[src/rtl/dse3w_pkg.sv]
// Shared types and helpers for the 3-wire data-strobe transmitter and its encoder.
package dse3w_pkg;

  typedef enum logic [1:0] {
    ST_IDLE  = 2'd0,
    ST_FETCH = 2'd1,
    ST_SHIFT = 2'd2,
    ST_GAP   = 2'd3
  } state_e;

  typedef logic [1:0] wire_idx_t;

  localparam wire_idx_t L_RESET = 2'd2;

  // Wire to toggle for bit b when wire l toggled last: (l + 1 + b) mod 3.
  function automatic wire_idx_t next_wire(input wire_idx_t l, input logic b);
    logic [2:0] sum;
    sum = {1'b0, l} + 3'd1 + {2'b00, b};
    if (sum >= 3'd3) begin
      sum = sum - 3'd3;
    end
    return sum[1:0];
  endfunction

endpackage

[src/rtl/dse3w_symbol_enc.sv]
// DS symbol encoder: owns the three line flops and the last-toggled wire index.
// One strobe toggles exactly one wire, chosen from the previous wire and the bit value.
module dse3w_symbol_enc
  import dse3w_pkg::*;
(
  input  logic       clk,
  input  logic       rst_n,
  input  logic       strobe_i,
  input  logic       bit_i,
  input  logic       clear_i,
  output logic [2:0] line_o
);

  logic [2:0] line_q;
  wire_idx_t  l_q;
  wire_idx_t  w_nxt;
  logic [2:0] toggle_mask;

  assign w_nxt       = next_wire(l_q, bit_i);
  assign toggle_mask = 3'b001 << w_nxt;

  // NOTE: reset is synchronous; rst_n is only looked at on the clock edge.
  always_ff @(posedge clk) begin
    if (!rst_n || clear_i) begin
      line_q <= 3'b000;
      l_q    <= L_RESET;
    end else if (strobe_i) begin
      line_q <= line_q ^ toggle_mask;
      l_q    <= w_nxt;
    end
  end

  assign line_o = line_q;

endmodule

[src/rtl/dse3w_tx_sched.sv]
// Transmit scheduler: round-robin arbitration per frame between two byte sources,
// divider-paced LSB-first serialization into the DS symbol encoder.
module dse3w_tx_sched
  import dse3w_pkg::*;
#(
  parameter int DIV_W    = 8,
  parameter int GAP_SYMS = 2
) (
  input  logic             clk,
  input  logic             rst_n,
  input  logic             en,
  input  logic [DIV_W-1:0] div,
  input  logic [1:0]       req_valid,
  input  logic [1:0]       req_last,
  input  logic [7:0]       req_data0,
  input  logic [7:0]       req_data1,
  output logic [1:0]       req_ready,
  output logic [2:0]       line_out,
  output logic             busy,
  output logic             grant_id
);

  localparam int GAP_W = (GAP_SYMS > 1) ? $clog2(GAP_SYMS) : 1;
  localparam logic [GAP_W-1:0] GAP_LAST = GAP_W'(GAP_SYMS - 1);

  state_e           state_q, state_d;
  logic             grant_q, grant_d;
  logic             rr_q, rr_d;
  logic [7:0]       shift_q, shift_d;
  logic             last_q, last_d;
  logic [DIV_W-1:0] div_q, div_d;
  logic [DIV_W-1:0] cnt_q, cnt_d;
  logic [2:0]       bitcnt_q, bitcnt_d;
  logic [GAP_W-1:0] gap_q, gap_d;

  logic             strobe;
  logic             cnt_zero;
  logic             sel_valid;
  logic             sel_last;
  logic [7:0]       sel_data;

  assign cnt_zero  = (cnt_q == '0);
  assign sel_valid = req_valid[grant_q];
  assign sel_last  = req_last[grant_q];
  assign sel_data  = grant_q ? req_data1 : req_data0;

  always_ff @(posedge clk) begin
    if (!rst_n) begin
      state_q  <= ST_IDLE;
      grant_q  <= 1'b0;
      rr_q     <= 1'b0;
      shift_q  <= 8'h00;
      last_q   <= 1'b0;
      div_q    <= '0;
      cnt_q    <= '0;
      bitcnt_q <= 3'd0;
      gap_q    <= '0;
    end else begin
      // NOTE: sequential state uses non-blocking assignments so every flop samples pre-edge values.
      state_q  <= state_d;
      grant_q  <= grant_d;
      rr_q     <= rr_d;
      shift_q  <= shift_d;
      last_q   <= last_d;
      div_q    <= div_d;
      cnt_q    <= cnt_d;
      bitcnt_q <= bitcnt_d;
      gap_q    <= gap_d;
    end
  end

  // NOTE: every next-state signal gets a default first, so no latches are inferred.
  always_comb begin
    state_d  = state_q;
    grant_d  = grant_q;
    rr_d     = rr_q;
    shift_d  = shift_q;
    last_d   = last_q;
    div_d    = div_q;
    cnt_d    = cnt_q;
    bitcnt_d = bitcnt_q;
    gap_d    = gap_q;
    strobe   = 1'b0;

    unique case (state_q)
      ST_IDLE: begin
        if (en && (req_valid != 2'b00)) begin
          state_d = ST_FETCH;
          // Contention goes to the pointer; a lone requester always wins.
          grant_d = (req_valid == 2'b11) ? rr_q : req_valid[1];
        end
      end

      ST_FETCH: begin
        // Underrun simply parks here with the grant held and the line static.
        if (sel_valid) begin
          shift_d  = sel_data;
          last_d   = sel_last;
          div_d    = div;
          cnt_d    = div;
          bitcnt_d = 3'd0;
          state_d  = ST_SHIFT;
        end
      end

      ST_SHIFT: begin
        if (cnt_zero) begin
          strobe   = 1'b1;
          shift_d  = shift_q >> 1;
          cnt_d    = div_q;
          bitcnt_d = bitcnt_q + 3'd1;
          if (bitcnt_q == 3'd7) begin
            if (last_q) begin
              state_d = ST_GAP;
              gap_d   = '0;
              rr_d    = ~grant_q;
            end else begin
              state_d = ST_FETCH;
            end
          end
        end else begin
          cnt_d = cnt_q - 1'b1;
        end
      end

      ST_GAP: begin
        if (cnt_zero) begin
          cnt_d = div_q;
          gap_d = gap_q + 1'b1;
          if (gap_q == GAP_LAST) begin
            state_d = ST_IDLE;
          end
        end else begin
          cnt_d = cnt_q - 1'b1;
        end
      end

      default: state_d = ST_IDLE;
    endcase
  end

  dse3w_symbol_enc u_enc (
    .clk      (clk),
    .rst_n    (rst_n),
    .strobe_i (strobe),
    .bit_i    (shift_q[0]),
    .clear_i  (1'b0),
    .line_o   (line_out)
  );

  assign req_ready = (state_q == ST_FETCH) ? (grant_q ? 2'b10 : 2'b01) : 2'b00;
  assign busy      = (state_q != ST_IDLE);
  assign grant_id  = grant_q;

endmodule

[config.mk]
export PLATFORM = sky130hd
export DESIGN_NAME = dse3w_tx_sched
export DESIGN_NICKNAME = d
export VERILOG_FILES = /design/src/rtl/dse3w_pkg.sv /design/src/rtl/dse3w_symbol_enc.sv /design/src/rtl/dse3w_tx_sched.sv
export SDC_FILE = /design/constraint.sdc
export NUM_CORES = 1
export LEC_CHECK = 0
export ABC_CLOCK_PERIOD_IN_PS = 1900
export BUFFER_PORTS_ARGS = -buffer_cell sky130_fd_sc_hd__buf_2
export CAP_MARGIN = 10
export CORE_MARGIN = 3
export CORE_UTILIZATION = 30
export DETAILED_ROUTE_END_ITERATION = 16
export GPL_TIMING_DRIVEN = 0
export PLACE_DENSITY = 0.48
export SLEW_MARGIN = 20
export SYNTH_ARGS = -nofsm -noshare
export SYNTH_HDL_FRONTEND = slang
export SYNTH_HIERARCHICAL = 1
export SYNTH_SLANG_ARGS = --single-unit
[constraint.sdc]
create_clock -name clk -period 1.9 [get_ports clk]
set_input_delay 0.38 -clock clk [delete_from_list [all_inputs] [get_ports clk]]
set_output_delay 0.38 -clock clk [all_outputs]
set_load 0.02 [all_outputs]
==> impl_results.html, run 1 <==
<table>
<tr><th>Metric</th><th>Value</th></tr>
<tr><th colspan="2">Synth</th></tr>
<tr><td>Multiplexer share of the synthesized area</td><td>5.719%</td></tr>
<tr><td>Flops &amp; latches, synth</td><td>38</td></tr>
<tr><td>Most area-consuming cells after synthesis</td><td>sky130_fd_sc_hd__dfxtp_1 (36%), sky130_fd_sc_hd__a21oi_1 (6.4%), sky130_fd_sc_hd__mux2i_1 (5.2%)</td></tr>
<tr><td>Mapped cell area</td><td>2122 µm²</td></tr>
<tr><td>Fraction of the mapped netlist area in adder cells</td><td>4.481%</td></tr>
<tr><td>Count of flip-flops with a built-in enable after synthesis</td><td>0</td></tr>
<tr><td>Yosys cell types</td><td>52</td></tr>
<tr><td>Mean instance size in the synthesized netlist</td><td>8.069 µm²</td></tr>
<tr><td>Xor/xnor share of the synthesized area</td><td>0.8255%</td></tr>
<tr><td>Top-count cell post-synth</td><td>sky130_fd_sc_hd__dfxtp_1</td></tr>
<tr><td>Area fraction in compound gates after synthesis</td><td>24.47%</td></tr>
<tr><td>Area fraction of the dominant cell type after synthesis</td><td>35.85%</td></tr>
<tr><td>Top cells by count, synth</td><td>sky130_fd_sc_hd__dfxtp_1 (38), sky130_fd_sc_hd__a21oi_1 (27), sky130_fd_sc_hd__nor2_1 (27)</td></tr>
<tr><td>Share of flip-flops with an asynchronous set or reset</td><td>0%</td></tr>
<tr><td>Top FF cell, synth</td><td>sky130_fd_sc_hd__dfxtp_1</td></tr>
<tr><td>Total of warnings raised by yosys</td><td>6</td></tr>
<tr><td>Simple-Gate Fraction of Synth Area</td><td>23.41%</td></tr>
<tr><td>Largest family of logic cells by synthesized area</td><td>compound AO/OA/AOI/OAI gates</td></tr>
<tr><td>Portion of the post-synthesis area used by sequential elements</td><td>35.85%</td></tr>
<tr><td>Dominant cell type by area after synthesis</td><td>sky130_fd_sc_hd__dfxtp_1</td></tr>
<tr><td>Number of standard cells after synthesis</td><td>263</td></tr>
<tr><th colspan="2">Detailed routing</th></tr>
<tr><td>Remaining number of nets flagged by the antenna check after routing</td><td>0</td></tr>
<tr><td>Initial DRT Pass Iterations</td><td>4</td></tr>
<tr><td>Detailed Route WL</td><td>5581 µm</td></tr>
<tr><td>Post-route DRC violation count</td><td>0</td></tr>
<tr><td>Iteration-0 DRC Markers</td><td>92</td></tr>
<tr><td>Detailed-route via count</td><td>2,005</td></tr>
<tr><td>Final routed wire length divided by cell count</td><td>13.48 µm</td></tr>
<tr><td>Drt via density</td><td>4.843</td></tr>
<tr><th colspan="2">Worst setup path</th></tr>
<tr><td>Maximum fanout along the worst path</td><td>4</td></tr>
<tr><td>Slowest cell on the critical path</td><td>sky130_fd_sc_hd__fa_2</td></tr>
<tr><td>Critical Path RT</td><td>2.13 ns</td></tr>
<tr><td>Crit Reg-Reg Startpoint</td><td>u_enc/l_q[0]</td></tr>
<tr><td>Worst reg-to-reg path cell count</td><td>8</td></tr>
<tr><td>Largest stage delay on the critical path</td><td>0.46 ns</td></tr>
<tr><td>Startpoint Class</td><td>flop</td></tr>
<tr><td>Capture point of the critical path</td><td>u_enc/line_o[0]</td></tr>
<tr><td>Sort of element at the end of the critical path</td><td>flop</td></tr>
<tr><td>Worst setup path class</td><td>flop to flop</td></tr>
<tr><td>Critical path's most frequent cell</td><td>sky130_fd_sc_hd__inv_2</td></tr>
<tr><td>Arrival time at the worst endpoint</td><td>2.20 ns</td></tr>
<tr><td>Worst Setup SP</td><td>u_enc/l_q[0]</td></tr>
<tr><td>Worst R2R End</td><td>u_enc/line_o[0]</td></tr>
<tr><td>Cells along the critical path</td><td>inv_2 &gt; ha_4 &gt; inv_2 &gt; fa_2 &gt; mux2i_2 &gt; nor2_2 &gt; or3_1 &gt; a21oi_2</td></tr>
<tr><td>Worst-case register-to-register setup slack</td><td>-0.07 ns</td></tr>
<tr><th colspan="2">Global routing</th></tr>
<tr><td>Pin count of the biggest net entering global routing</td><td>12</td></tr>
<tr><td>GRT Util Overall</td><td>13.90%</td></tr>
<tr><td>Initial antenna violation count</td><td>0</td></tr>
<tr><td>Global routing met1 resource utilization</td><td>18.28%</td></tr>
<tr><td>Global-route wire length before repair</td><td>9149 µm</td></tr>
<tr><td>M3 GR Usage</td><td>2.929%</td></tr>
<tr><td>Gr ovfl total</td><td>0</td></tr>
<tr><td>Gr busiest metal</td><td>met2</td></tr>
<tr><td>Number of global-route vias before repair</td><td>1,895</td></tr>
<tr><td>Met2 track demand over resource</td><td>22.71%</td></tr>
<tr><th colspan="2">Final layout</th></tr>
<tr><td>Final Net Count</td><td>355</td></tr>
<tr><td>P&amp;R area growth vs syn</td><td>26.24%</td></tr>
<tr><td>Footprint of the multi-input gates</td><td>1323 µm²</td></tr>
<tr><td>Share of layout cells above drive strength 1</td><td>29.56%</td></tr>
<tr><td>Inserted Diodes</td><td>0</td></tr>
<tr><td>Final core utilization</td><td>39.21%</td></tr>
<tr><td>Number of inserted filler cells in the final layout</td><td>756</td></tr>
<tr><td>Register area</td><td>767.0 µm²</td></tr>
<tr><th colspan="2">Clock network</th></tr>
<tr><td>Worst-skew pair later-pin latency</td><td>0.29 ns</td></tr>
<tr><td>TritonCTS clock tree</td><td>built</td></tr>
<tr><td>Reg clk slew, reported paths</td><td>0.08 ns</td></tr>
<tr><td>Number of sinks driven by the clock tree</td><td>38</td></tr>
<tr><td>CTS max path bufs</td><td>2</td></tr>
<tr><td>Maximum level of the CTS H-tree</td><td>2</td></tr>
<tr><td>Cell chosen for the clock root</td><td>sky130_fd_sc_hd__clkbuf_8</td></tr>
<tr><td>Total CTS buffers</td><td>5</td></tr>
<tr><td>Count of hold buffers inserted by post-cts repair</td><td>0</td></tr>
<tr><th colspan="2">Timing</th></tr>
<tr><td>Max-slew headroom</td><td>64.21%</td></tr>
<tr><td>Final clock period utilization by the worst path</td><td>103.6%</td></tr>
<tr><td>Crit path setup slack, layout</td><td>-0.06853 ns</td></tr>
<tr><td>Number of slew-limit violations in the final report</td><td>0</td></tr>
<tr><td>Final Critical Period</td><td>1.969 ns</td></tr>
<tr><td>Finish-stage setup viols</td><td>1</td></tr>
<tr><td>Setup repair after global routing missed its margin</td><td>yes</td></tr>
<tr><td>Slew @ Worst Pin</td><td>0.5368 ns</td></tr>
<tr><td>Final-report hold violation count</td><td>0</td></tr>
<tr><td>Final worst clock skew</td><td>0.005137 ns</td></tr>
<tr><td>Hold slack final</td><td>0.3288 ns</td></tr>
<tr><td>Max Clock Freq</td><td>508.0 MHz</td></tr>
<tr><th colspan="2">Power and ir drop</th></tr>
<tr><td>Total internal power</td><td>1.484 mW</td></tr>
<tr><td>Leak Pwr</td><td>1.059 nW</td></tr>
<tr><td>Relative contribution of sequential cells to total power</td><td>40.4%</td></tr>
<tr><td>VDD IR-drop max</td><td>0.2812 mV</td></tr>
<tr><td>Power, Total</td><td>2.255 mW</td></tr>
<tr><td>Clock power frac</td><td>25.9%</td></tr>
<tr><td>Fraction of power spent switching nets</td><td>34.19%</td></tr>
<tr><td>Power share of the combinational group</td><td>33.6%</td></tr>
<tr><td>Power Dens Cells</td><td>841.8 nW/µm²</td></tr>
<tr><td>Net switching component of the power</td><td>0.7710 mW</td></tr>
<tr><th colspan="2">Job</th></tr>
<tr><td>Max-capacitance violation count</td><td>0</td></tr>
<tr><th colspan="2">Worst hold path</th></tr>
<tr><td>Worst min-delay path category</td><td>input port to flop</td></tr>
<tr><th colspan="2">Die</th></tr>
<tr><td>Standard cell core area</td><td>6832 µm²</td></tr>
<tr><td>Width of the die</td><td>90.11 µm</td></tr>
<tr><td>Standard-cell rows</td><td>30</td></tr>
<tr><td>Count of pins on the block boundary</td><td>38</td></tr>
<tr><td>Effective utilization at floorplan</td><td>31.06%</td></tr>
<tr><td>Area of the die</td><td>8119 µm²</td></tr>
<tr><td>Height of the die</td><td>90.11 µm</td></tr>
<tr><th colspan="2">Run status</th></tr>
<tr><td>Run status</td><td>finished with violations</td></tr>
<tr><td>Failing checks</td><td>setup timing</td></tr>
<tr><th colspan="2">Place</th></tr>
<tr><td>Final weighted congestion in routability-driven placement</td><td>0.7541</td></tr>
<tr><td>Half-perimeter wire length after placement</td><td>4013 µm</td></tr>
<tr><td>Port buffer count</td><td>37</td></tr>
</table>
[area by class of cell]
type                    instances  area share (%)
clock buffers                   7           3.223
clock inverters                 1          0.1868
inverters                       8           1.121
plain buffers                  16           2.849
well taps                      96           4.484
repair buffers                 48           10.14
multi-input cells             200           49.37
flip-flops and latches         38           28.63
[worst min path at each step]
stage	end	cells past startpoint	start	slack (ns)
after floorplan	div_q[6]	2	div_q[6]	0.43
after global placement	div_q[2]	2	div_q[2]	0.44
after detailed placement	div_q[2]	2	div_q[2]	0.45
after CTS	div_q[7]	3	div[7]	0.32
after global routing	div_q[4]	3	div[4]	0.34
final	div_q[7]	3	div[7]	0.33
[routing by layer]
metal  vias to the layer above  share of wire [%]
li1                       1049                  -
met4                         0                1.1
met5                         -                  0
met3                         4                2.2
met2                        23                 47
met1                       929                 50
[power groups by stage]
stage | logic [mW] | clock network [mW] | registers [mW]
detailed placement | 0.652 | 0 | 0.919
floorplan | 0.485 | 0 | 0.910
global route | 0.846 | 0.639 | 0.921
finish | 0.758 | 0.585 | 0.912
CTS | 0.699 | 0.605 | 0.909
global placement | 0.651 | 0 | 0.920
[worst max-delay path: cells and delay by family (launching register included)]
family / cells / cell delay, ns
AO/OA/AOI/OAI: 1 / 0.12
multiplexers: 1 / 0.21
AND/OR/NAND/NOR: 2 / 0.44
adder cells (fa/ha/maj): 2 / 0.69
buffers and inverters: 2 / 0.09
flip-flops: 1 / 0.34
[registers in the layout, summed over array words and instances (netlist names)]
register      flops
shift_q           8
grant_id          1
u_enc/line_o      3
div_q             8
cnt_q             8
gap_q             1
bitcnt_q          3
last_q            1
state_q           2
u_enc/l_q         2
rr_q              1
[per-stage QoR]
step                worst slack (ns)    TNS, ns  instance area, µm²  cells
floorplan                  -0.002027  -0.002027                2153    264
global placement             -0.3184     -1.445                2459    397
detailed placement           -0.3229     -1.022                2459    397
CTS                         -0.05599   -0.05599                2613    409
global route                 -0.1680    -0.2577                2679    414
finish                      -0.06853   -0.06853                2679    414
[placed cells by master (no fill, tap or decap), types with 10 or more instances in the layout]
| master | n |
|---|---|
| sky130_fd_sc_hd__buf_2 | 41 |
| sky130_fd_sc_hd__dfxtp_1 | 33 |
| sky130_fd_sc_hd__a21oi_1 | 26 |
| sky130_fd_sc_hd__nor2_1 | 26 |
| sky130_fd_sc_hd__nand2_1 | 24 |
| sky130_fd_sc_hd__o21ai_0 | 15 |
| sky130_fd_sc_hd__buf_4 | 12 |
| sky130_fd_sc_hd__mux2i_1 | 10 |
[what timing repair did]
action | in CTS | in global routing
setup endpoints to repair | 11 | 21
buffers inserted | 5 | 6
resized for setup | 11 | 12
pin swaps | 5 | 4
[cells by family (layout without fill, tap and decap cells)]
group           Yosys count  after routing
xor+xnor                  2              2
simple gates             96             96
buf+inv                  26             80
compound gates           81             81
other cells               1              2
mux                      12             12
flops                    38             38
fa+ha+maj                 7              7
Power figures use the tool's default switching activity.
==> run 2, diff against run 1 <==
--- a/config.mk
+++ b/config.mk
@@ -10,6 +10,7 @@
 export CAP_MARGIN = 10
 export CORE_MARGIN = 3
 export CORE_UTILIZATION = 30
+export CTS_BUF_LIST = sky130_fd_sc_hd__clkbuf_8 sky130_fd_sc_hd__clkbuf_16
 export DETAILED_ROUTE_END_ITERATION = 16
 export GPL_TIMING_DRIVEN = 0
 export PLACE_DENSITY = 0.48
==> impl_results.html, run 2 (synthesis gave the netlist of run 1 again) <==
<table>
<tr><th>Metric</th><th>Value</th></tr>
<tr><th colspan="2">Final layout</th></tr>
<tr><td>Commonest cells after routing, fill and taps aside</td><td>sky130_fd_sc_hd__buf_2 (41), sky130_fd_sc_hd__dfxtp_1 (33), sky130_fd_sc_hd__a21oi_1 (26), sky130_fd_sc_hd__nor2_1 (26), sky130_fd_sc_hd__nand2_1 (24)</td></tr>
<tr><td>Non-Filler Cell Area, Final</td><td>2679 µm² (unchanged)</td></tr>
<tr><td>Final core utilization</td><td>39.21% (unchanged)</td></tr>
<tr><td>Share of layout cells above drive strength 1</td><td>29.56% (unchanged)</td></tr>
<tr><td>Final Net Count</td><td>355 (unchanged)</td></tr>
<tr><td>P&amp;R area growth vs syn</td><td>26.24% (unchanged)</td></tr>
<tr><td>Leading cell type in the layout, fill and taps excluded</td><td>sky130_fd_sc_hd__buf_2</td></tr>
<tr><td>Largest registers ranked by flip-flop count</td><td>cnt_q: 8 flops, div_q: 8 flops, shift_q: 8 flops</td></tr>
<tr><td>Final Non-Filler Cells</td><td>414 (unchanged)</td></tr>
<tr><td>Inserted Diodes</td><td>0 (unchanged)</td></tr>
<tr><th colspan="2">Die</th></tr>
<tr><td>Standard-cell rows</td><td>30 (unchanged)</td></tr>
<tr><td>Standard cell core area</td><td>6832 µm² (unchanged)</td></tr>
<tr><td>Effective utilization at floorplan</td><td>31.06% (unchanged)</td></tr>
<tr><td>Count of pins on the block boundary</td><td>38 (unchanged)</td></tr>
<tr><td>Area of the die</td><td>8119 µm² (unchanged)</td></tr>
<tr><td>Width of the die</td><td>90.11 µm (unchanged)</td></tr>
<tr><td>Height of the die</td><td>90.11 µm (unchanged)</td></tr>
<tr><th colspan="2">Clock network</th></tr>
<tr><td>Cell chosen for the clock root</td><td>sky130_fd_sc_hd__clkbuf_8</td></tr>
<tr><td>Maximum level of the CTS H-tree</td><td>2 (unchanged)</td></tr>
<tr><td>Reg clk slew, reported paths</td><td>0.08 ns (about the same)</td></tr>
<tr><td>TritonCTS clock tree</td><td>built</td></tr>
<tr><td>Number of sinks driven by the clock tree</td><td>38 (unchanged)</td></tr>
<tr><td>Total CTS buffers</td><td>5 (unchanged)</td></tr>
<tr><td>CTS max path bufs</td><td>2 (unchanged)</td></tr>
<tr><td>Worst-skew pair later-pin latency</td><td>0.29 ns (about the same)</td></tr>
<tr><td>Count of hold buffers inserted by post-cts repair</td><td>0 (unchanged)</td></tr>
<tr><th colspan="2">Timing</th></tr>
<tr><td>Crit path setup slack, layout</td><td>-0.06874 ns (-0.0002111 ns)</td></tr>
<tr><td>Hold slack final</td><td>0.3285 ns (-0.0002360 ns)</td></tr>
<tr><td>Final Critical Period</td><td>1.969 ns (+0.0002111 ns)</td></tr>
<tr><td>Final clock period utilization by the worst path</td><td>103.6% (about the same)</td></tr>
<tr><td>Slew @ Worst Pin</td><td>0.5322 ns (-0.004572 ns)</td></tr>
<tr><td>Final-report hold violation count</td><td>0 (unchanged)</td></tr>
<tr><td>Final-layout setup total negative slack</td><td>-0.06874 ns (-0.0002111 ns)</td></tr>
<tr><td>Number of slew-limit violations in the final report</td><td>0 (unchanged)</td></tr>
<tr><td>Max-slew headroom</td><td>64.52% (+0.30 points)</td></tr>
<tr><td>Max Clock Freq</td><td>507.9 MHz (about the same)</td></tr>
<tr><td>Setup repair after global routing missed its margin</td><td>yes</td></tr>
<tr><td>Final worst clock skew</td><td>0.005258 ns (+0.0001213 ns)</td></tr>
<tr><td>Finish-stage setup viols</td><td>1 (unchanged)</td></tr>
<tr><th colspan="2">Worst setup path</th></tr>
<tr><td>Critical Path RT</td><td>2.13 ns (about the same)</td></tr>
<tr><td>Worst Setup SP</td><td>u_enc/l_q[0]</td></tr>
<tr><td>Number of cells on the critical path</td><td>8 (unchanged)</td></tr>
<tr><td>CP bufs+invs</td><td>2 (unchanged)</td></tr>
<tr><td>Crit Reg-Reg Startpoint</td><td>u_enc/l_q[0]</td></tr>
<tr><td>Largest stage delay on the critical path</td><td>0.46 ns (about the same)</td></tr>
<tr><td>Family of cells with the greatest summed delay on the critical path</td><td>adder cells</td></tr>
<tr><td>Arrival time at the worst endpoint</td><td>2.20 ns (about the same)</td></tr>
<tr><td>Worst setup path class</td><td>flop to flop</td></tr>
<tr><td>Slowest cell on the critical path</td><td>sky130_fd_sc_hd__fa_2</td></tr>
<tr><td>Critical path's most frequent cell</td><td>sky130_fd_sc_hd__inv_2</td></tr>
<tr><td>Maximum fanout along the worst path</td><td>4 (unchanged)</td></tr>
<tr><td>Startpoint Class</td><td>flop</td></tr>
<tr><td>Cells along the critical path</td><td>inv_2 &gt; ha_4 &gt; inv_2 &gt; fa_2 &gt; mux2i_2 &gt; nor2_2 &gt; or3_1 &gt; a21oi_2</td></tr>
<tr><td>Worst reg-to-reg path cell count</td><td>8 (unchanged)</td></tr>
<tr><td>Sort of element at the end of the critical path</td><td>flop</td></tr>
<tr><th colspan="2">Detailed routing</th></tr>
<tr><td>Initial DRT Pass Iterations</td><td>4 (unchanged)</td></tr>
<tr><td>Final routed wire length divided by cell count</td><td>13.49 µm (about the same)</td></tr>
<tr><td>Detailed Route WL</td><td>5583 µm (about the same)</td></tr>
<tr><td>Remaining number of nets flagged by the antenna check after routing</td><td>0 (unchanged)</td></tr>
<tr><td>Detailed-route via count</td><td>2,005 (unchanged)</td></tr>
<tr><td>Drt via density</td><td>4.843 (unchanged)</td></tr>
<tr><td>Post-route DRC violation count</td><td>0 (unchanged)</td></tr>
<tr><td>Iteration-0 DRC Markers</td><td>92 (unchanged)</td></tr>
<tr><th colspan="2">Global routing</th></tr>
<tr><td>Pin count of the biggest net entering global routing</td><td>12 (unchanged)</td></tr>
<tr><td>Global-route wire length before repair</td><td>9149 µm (unchanged)</td></tr>
<tr><td>Gr ovfl total</td><td>0 (unchanged)</td></tr>
<tr><td>Initial antenna violation count</td><td>0 (unchanged)</td></tr>
<tr><td>Number of global-route vias before repair</td><td>1,895 (unchanged)</td></tr>
<tr><td>GRT Util Overall</td><td>13.90% (unchanged)</td></tr>
<tr><th colspan="2">Place</th></tr>
<tr><td>Final weighted congestion in routability-driven placement</td><td>0.7541 (unchanged)</td></tr>
<tr><td>Cell area after placement</td><td>2459 µm² (unchanged)</td></tr>
<tr><td>Worst setup slack before clock tree synthesis</td><td>-0.3229 ns (unchanged)</td></tr>
<tr><td>Port buffer count</td><td>37 (unchanged)</td></tr>
<tr><td>Half-perimeter wire length after placement</td><td>4013 µm (unchanged)</td></tr>
<tr><td>Dpl cells</td><td>397 (unchanged)</td></tr>
<tr><th colspan="2">Run status</th></tr>
<tr><td>Failing checks</td><td>setup timing</td></tr>
<tr><td>Run status</td><td>finished with violations</td></tr>
<tr><th colspan="2">Worst hold path</th></tr>
<tr><td>Instance count along the most critical hold path</td><td>3 (unchanged)</td></tr>
<tr><td>Worst min-delay path category</td><td>input port to flop</td></tr>
<tr><td>Start point of the worst min-delay path</td><td>div[7]</td></tr>
<tr><th colspan="2">Power and ir drop</th></tr>
<tr><td>Power, Total</td><td>2.251 mW (-0.20%)</td></tr>
<tr><td>Leak Pwr</td><td>1.063 nW (+0.39%)</td></tr>
<tr><td>Power Dens Cells</td><td>840.1 nW/µm² (-0.20%)</td></tr>
<tr><td>VDD IR-drop max</td><td>0.2813 mV (about the same)</td></tr>
<tr><th colspan="2">Job</th></tr>
<tr><td>Max-capacitance violation count</td><td>0 (unchanged)</td></tr>
</table>
-- run 2: power breakdown --
part	switching [mW]	internal, mW
Clock	0.292	0.288
Combinational	0.421	0.337
Sequential	0.0582	0.854
Total	0.772	1.48
-- run 2: worst paths after layout --
path                     endpoint  slack (ns)
hold reg to reg          div_q[2]        0.45
hold / removal           div_q[7]        0.33
setup reg to reg  u_enc/line_o[0]       -0.07
setup / recovery  u_enc/line_o[0]       -0.07
-- run 2: repair_timing --
| item | 4_1_cts | 5_1_grt |
|---|---|---|
| cloned | 0 | 0 |
| setup endpoints to repair | 11 | 21 |
| resized for setup | 11 | 12 |
| pin swaps | 5 | 4 |
| setup buffers | 5 | 6 |
-- run 2: worst reg2reg max path, delay by kind of cell, from the launching register on --
family / cells / cell delay (ns)
fa+ha+maj: 2 / 0.69
simple gates: 2 / 0.45
compound gates: 1 / 0.12
mux: 1 / 0.21
flops: 1 / 0.34
buf+inv: 2 / 0.09
-- run 2: per-layer routing --
layer / wire [µm] / GRT usage (%) / up-vias / share of wire, %
met1: 2785 / 18.28 / 925 / 50
met3: 145 / 2.929 / 5 / 2.6
li1: - / - / 1048 / -
met5: 0 / 0 / - / 0
met4: 66 / 4.464 / 0 / 1.2
met2: 2585 / 22.71 / 27 / 46
-- run 2: layout make-up --
class | instances | area, µm²
sequential | 38 | 767.0
multi-input combinational | 200 | 1323
clock buffer | 6 | 82.58
timing repair buffer | 48 | 271.5
inverter | 8 | 30.03
buffer | 16 | 76.32
fill | 756 | 4153
tap | 96 | 120.1
clock inverter | 2 | 8.758
